**config.mk**
```make
export PLATFORM = sky130hd
export DESIGN_NAME = shift_sequencer
export DESIGN_NICKNAME = d
export VERILOG_FILES = /design/src/rtl/shift_sequencer.sv
export SDC_FILE = /design/constraint.sdc
export NUM_CORES = 1
export LEC_CHECK = 0
export BUFFER_PORTS_ARGS = -buffer_cell sky130_fd_sc_hd__buf_4
export CORE_ASPECT_RATIO = 0.75
export CORE_MARGIN = 2
export CORE_UTILIZATION = 40
export CTS_BUF_LIST = sky130_fd_sc_hd__clkbuf_4
export CTS_CLUSTER_DIAMETER = 60
export CTS_CLUSTER_SIZE = 25
export DETAILED_ROUTE_END_ITERATION = 8
export PLACE_DENSITY = 0.75
export SETUP_SLACK_MARGIN = 0.15
export SLEW_MARGIN = 40
export SYNTH_ARGS = -nofsm -noshare
export SYNTH_HDL_FRONTEND = slang
export SYNTH_SLANG_ARGS = --single-unit
export TNS_END_PERCENT = 100
```
**constraint.sdc**
```tcl
create_clock -name clk -period 2.1 [get_ports clk]
set_clock_uncertainty 0.15 [all_clocks]
set_input_delay 0.21 -clock clk [delete_from_list [all_inputs] [get_ports clk]]
set_output_delay 0.21 -clock clk [all_outputs]
set_load 0.02 [all_outputs]
```
**src/rtl/shift_sequencer.sv**
```systemverilog
// Sequencer driving mode pins and end fill bits for a chain of universal shift-register slices.
// Latency: done pulses 1+load_first+count cycles after start is sampled.
// Backpressure: start is accepted only while ready=1; a start at any other time is dropped.
module shift_sequencer #(
  parameter int CNT_W = 6
) (
  input  logic             clk,
  input  logic             reset,
  input  logic             start,
  input  logic             load_first,
  input  logic             dir,
  input  logic [1:0]       fill_sel,
  input  logic [CNT_W-1:0] count,
  input  logic             abort,
  input  logic             msb_q,
  input  logic             lsb_q,
  output logic             op2,
  output logic             op1,
  output logic             shft0in,
  output logic             shft3in,
  output logic             ready,
  output logic             busy,
  output logic             done,
  output logic [CNT_W-1:0] remaining
);

  typedef enum logic [1:0] {IDLE, LOAD, SHIFT, DONE} state_t;

  state_t           state, state_nxt;
  logic             dir_q, dir_nxt;
  logic [1:0]       fill_q, fill_nxt;
  logic [CNT_W-1:0] rem_q, rem_nxt;

  always_ff @(posedge clk or posedge reset) begin
    if (reset) begin
      state  <= IDLE;
      dir_q  <= 1'b0;
      fill_q <= 2'b00;
      rem_q  <= '0;
    end else begin
      state  <= state_nxt;
      dir_q  <= dir_nxt;
      fill_q <= fill_nxt;
      rem_q  <= rem_nxt;
    end
  end

  always_comb begin
    state_nxt = state;
    dir_nxt   = dir_q;
    fill_nxt  = fill_q;
    rem_nxt   = rem_q;
    op2       = 1'b1;
    op1       = 1'b1;
    shft0in   = 1'b0;
    shft3in   = 1'b0;
    ready     = 1'b0;
    busy      = 1'b0;
    done      = 1'b0;
    case (state)
      IDLE: begin
        ready = 1'b1;
        if (start) begin
          dir_nxt  = dir;
          fill_nxt = fill_sel;
          rem_nxt  = count;
          if (load_first)       state_nxt = LOAD;
          else if (count != '0) state_nxt = SHIFT;
          else                  state_nxt = DONE;
        end
      end
      LOAD: begin
        busy = 1'b1;
        op2  = 1'b0;
        op1  = 1'b0;
        if (abort) begin
          state_nxt = IDLE;
          rem_nxt   = '0;
        end else begin
          state_nxt = (rem_q != '0) ? SHIFT : DONE;
        end
      end
      SHIFT: begin
        busy = 1'b1;
        op2  = dir_q;
        op1  = ~dir_q;
        // Fill is combinational on the live end bits so rotate/sign see the current chain.
        if (dir_q) begin
          case (fill_q)
            2'b00:   shft0in = 1'b0;
            2'b01:   shft0in = 1'b1;
            2'b10:   shft0in = msb_q;
            default: shft0in = lsb_q;
          endcase
        end else begin
          case (fill_q)
            2'b01:   shft3in = 1'b1;
            2'b11:   shft3in = msb_q;
            default: shft3in = 1'b0;
          endcase
        end
        if (abort) begin
          state_nxt = IDLE;
          rem_nxt   = '0;
        end else begin
          if (rem_q != '0) rem_nxt = rem_q - 1'b1;
          if (rem_q <= 1)  state_nxt = DONE;
        end
      end
      default: begin
        done      = 1'b1;
        state_nxt = IDLE;
      end
    endcase
  end

  assign remaining = rem_q;

endmodule

```
Yosys cells after proc, flatten, opt, wreduce, memory -nomap -nowiden
Cells that the tools add are included.

storage, ports and cells
  memory bits (read-only) = 0
  bits in writable memories = 0
  memories kept = 0
  latch bits = 0
  output and inout bits = 13
  word-level logic and storage cells = 50
  bits in registers = 11

operators by class
  bitwise logic cells = 1
  $add $sub $neg = 1
  equality and inequality tests = 9
  mux-type cells = 24
  divide/modulo/power cells = 0
  $lt $le $gt $ge = 1
  $mul = 0
  shifts and indexed selects = 0
  reductions and logical operators = 10

operator list
  kind                   number
  $mux W6                4
  $pmux W6 S3            1
  $reduce_bool A6 Y1     2
  $mux W2                5
  $mux W1                9
  $eq A2 B2 Y1 const B   3
  $le A6 B1 Y1 const B   1
  $ne A3 B3 Y1 const B   2
  $pmux W1 S2            3
  $pmux W2 S3            1
  $sub A6 B1 Y6 const B  1
  $eq A2 B1 Y1 const B   2
  $logic_not A2 Y1       2
  $ne A2 B2 Y1 const B   2
  $reduce_and A2 Y1      2
  $reduce_and A4 Y1      1
  $pmux W1 S3            1
  $reduce_bool A3 Y1     1
  $reduce_or A3 Y1       1
  $reduce_or A2 Y1       1
  $not A1 Y1             1

Depth between registers and ports, before layout
  word-level depth = 5
  gate-level depth with buffers = 6
  mapped depth without buffers = 6

Worst setup path after synthesis
OpenSTA, ideal clock, no wires.

  path kind = reg-to-reg
  start point = reg rem_q[0] (netlist: remaining[0])
  end point = reg rem_q[1] (netlist: remaining[1])
  cell stages (with the launch flop) = 7
  slack = 145 ps
  period minus slack after synthesis = 1,955 ps
  data arrival time = 1,677 ps
  path buffers = 0
  setup time = 128 ps
  cell sequence = dfrtp_1 inv_1 ha_1 nor3b_4 nand3_2 nand2_2 mux2_1

between the ends
  longest elaborated chain between the ends = 4
  elaborated cells on any way between the ends = 7
  those cells by class = 1 x add/sub; 1 x eq/ne; 3 x mux; 2 x reduce/logical

RTL lines
  what                    RTL line  RTL
  from (decl)             32        logic [CNT_W-1:0] rem_q, rem_nxt;
  from (signal assigned)  44        rem_q <= rem_nxt;
  $sub A6 B1 Y6           106       if (rem_q != '0) rem_nxt = rem_q - 1'b1;
  $mux W6                 106
  $mux W6                 102       if (abort) begin
  $pmux W6 S3             60        case (state)

Parallel ways exist; a longest one is shown, timed or not. The select of a mux whose other input is x is not followed.
A chain may end at the register's enable or synchronous reset.

Final worst setup path
  start point = reg state[0]
  end point = reg rem_q[1] (netlist: remaining[1])

between the ends
  longest elaborated chain between the ends = 3
  elaborated cells on any way between the ends = 9
  those cells by class = 5 x eq/ne; 1 x mux; 3 x reduce/logical

RTL lines
  what                                            RTL line  RTL
  from (decl)                                     29        state_t state, state_nxt;
  from (signal assigned)                          41        state <= state_nxt;
  $eq A2 B2 Y1 (tied with other cells)            60
  $ne A3 B3 Y1 (no line) (tied with other cells)  -
  $reduce_and A4 Y1 (no line)                     -

Parallel ways exist; a longest one is shown, timed or not.

==> impl_metrics.py <==
metrics = {
    "status": {
        "status": "finished clean",
    },
    "sta": {
        "tightest_slew_ns": 0.474,
        "finalSetupTns_ns": 0,
        "fmax_ghz": 0.534,
        "relSlewSlack": 0.684,
        "hold_violations": 0,
        "rsz0062_at_grt": "no",
        "timing.final.max_slew_violations": 0,
        "finalSetupViolations": 0,
        "period_share": 0.892,
        "fin_crit_ns": 1.87,
        "setup_ws_ns": 0.227,
    },
    "synthesis": {
        "syn-cell-area_um2": 855,
        "yosys_warnings": 0,
        "syn_avg_cell_area_um2": 9.39,
        "syn_nets": 113,
        "seq_area_frac_synth": 0.322,
        "ys_types": 37,
        "yosysTopAreaCell": "dfrtp_1",
        "synth_cells": 91,
        "synthTopCellsByArea": "dfrtp_1 32%, ha_1 8.8%, mux2_2 4.0%",
        "synth_top_area_frac": 0.322,
        "synth-seq-cells": 11,
    },
    "setup_path": {
        "cp_max_fo": 7,
        "crit_required_ns": 2.11,
        "start_kind": "register",
        "end_kind": "register",
        "cp_num_buf_inv": 1,
        "worstPathCellList": "inv_2 > ha_4 > nor2b_1 > nor3_4 > nand2_2 > mux2_1",
        "cp.arrival_ns": 1.89,
        "max_stage_delay_ns": 0.40,
        "worstSetupPathType": "reg -> reg",
        "crit_path_top_delay_cell": "dfrtp_1",
        "critPathTopFamily": "simple AND/OR/NAND/NOR gates",
    },
    "global_route": {
        "grt-busiest-layer": "met2",
        "overflow": 0,
        "grt_max_degree": 12,
        "grt_util_met1": 0.242,
        "grt_pass1_wl_um": 3730,
        "antenna_found_initial": 0,
        "grt_pass1_vias": 812,
        "grt_use_met3": 0.0673,
        "gr-usage-met2": 0.343,
        "grt_usage": 0.198,
    },
    "die": {
        "die_height_um": 44.0,
        "start_util": 0.424,
        "core_region_area_um2": 2010,
        "io_pins": 29,
        "die_x_um": 57.4,
        "rows": 14,
        "die-area_um2": 2530,
    },
    "power_and_ir_drop": {
        "p_leak_nw": 0.601,
        "power.density_nw_per_um2": 1600,
        "ir_worst_vdd_mv": 0.898,
    },
    "clock_tree": {
        "numCtsBuffers": 3,
        "htree_levels": 1,
        "clock_latency_ns": 0.28,
        "clock-sinks": 11,
        "clkTransAtPathRegs_ns": 0.07,
        "tritoncts": "built",
        "root_buffer": "clkbuf_4",
        "clock_path_buffers": 2,
    },
    "layout": {
        "final_cell_mix": "37 x buf_4, 10 x dfrtp_1, 7 x nor2_1",
        "area_delta_synth_final_pct": 51.7,
        "final_common_cell": "buf_4",
        "final_layout_size_suffix_gt1_frac": 0.474,
        "fin_util": 0.643,
        "antenna_cells": 0,
        "layout.nets": 160,
        "num-fill-cells": 167,
    },
    "placement": {
        "io_buffers": 28,
        "place_congestion": 0.885,
        "dp_slack_ns": 0.0903,
        "post-dp-hpwl_um": 1750,
    },
    "routing": {
        "via_per_inst": 5.63,
        "antenna_violating_nets_post_route": 0,
        "first_pass_iters": 4,
        "wirelength_um": 2480,
        "vias": 907,
        "drc_errors": 0,
        "wl_per_cell_um": 15.4,
        "first_iter_violations": 36,
    },
    "run": {
        "drv_cap": 0,
    },
    "worst_hold_path": {
        "hold_class": "in -> reg",
    },
}
[path summary, 6_finish.rpt]
path | start | endpoint | slack (ns) | depth (start not counted)
max | state[0]$_DFFE_PP0P_ | remaining[1]$_DFFE_PP0P_ | 0.23 | 6
min | dir | dir_q$_DFFE_PP0P_ | 0.009 | 2
max reg2reg | state[0]$_DFFE_PP0P_ | remaining[1]$_DFFE_PP0P_ | 0.23 | 6
min reg2reg | fill_q[1]$_DFFE_PP0P_ | fill_q[1]$_DFFE_PP0P_ | 0.44 | 1
max in group asynchronous | reset | remaining[0]$_DFFE_PP0P_ | 1.10 | 3
min in group asynchronous | reset | fill_q[1]$_DFFE_PP0P_ | 0.34 | 3
[timing repair]
action,CTS,global route
pin swaps,0,3
hold buffers,1,1
setup buffers,2,8
hold endpoints to repair,11,1
endpoints found under the setup margin,5,9
resized for setup,2,14
[cell type report]
type	instances	area (um^2)	share of cell area
multi-input cells	72	598	0.461
inverters	8	30.0	0.0232
repair buffers	42	332	0.256
well taps	24	30.0	0.0232
clock buffers	4	30.0	0.0232
flip-flops and latches	11	277	0.213
[registers in the layout, summed over array words and instances, names as in the netlist]
| signal | flops |
|---|---|
| state | 2 |
| remaining | 6 |
| fill_q | 2 |
| dir_q | 1 |
[where the power goes]
group	internal, mW	switching [mW]	total [mW]	leakage, nW
Clock	0.0868	0.0782	0.165	0.0184
Combinational	0.719	0.741	1.46	0.447
Sequential	0.314	0.137	0.452	0.136
Total	1.12	0.956	2.08	0.601
[layer usage]
metal	vias to the layer above	routed length, um
li1	428	-
met1	442	1060
met2	29	1210
met3	8	175
met4	0	34
met5	-	0
[stage by stage]
stage	instances	power (mW)	hold slack (ns)	instance area (um^2)
after global routing	161	2.22	0.0151	1300
after floorplan	91	1.24	-0.0876	855
after CTS	152	1.85	0.00311	1170
after detailed placement	145	1.64	0.103	1110
after global placement	145	1.60	0.0910	1110
final	161	2.08	0.00874	1300
[synthesized netlist by cell type, drive strengths merged]
cell     count
nand2b       1
a31oi        2
mux2         5
nor3         3
a22oi        1
a211oi       1
a21boi       1
a21oi        5
dfrtp       11
nand2        7
nor4         3
or2          1
nor3b        3
a31o         1
inv          8
nor2         7
o2bb2ai      2
o21ai        2
o211ai       3
a21o         1
ha           6
mux2i        2
o21bai       1
nand3b       2
or4          1
a22o         1
nor2b        5
a41oi        1
nand3        3
o31ai        1
[kinds of logic after synthesis]
group	count (synthesis)	share of synthesized area
and+or+nand+nor	36	0.266
muxes	7	0.0893
AOI/OAI and AO/OA	23	0.199
buffers and inverters	8	0.0351
adders and majority gates	6	0.0878
DFF	11	0.322
[worst register-to-register path: cells and delay by family (launching register included)]
kind	cells	cell delay, ns
simple gates	3	0.63
flops	1	0.40
buf+inv	1	0.08
fa+ha+maj	1	0.18
mux	1	0.32
Power figures use the tool's default switching activity.
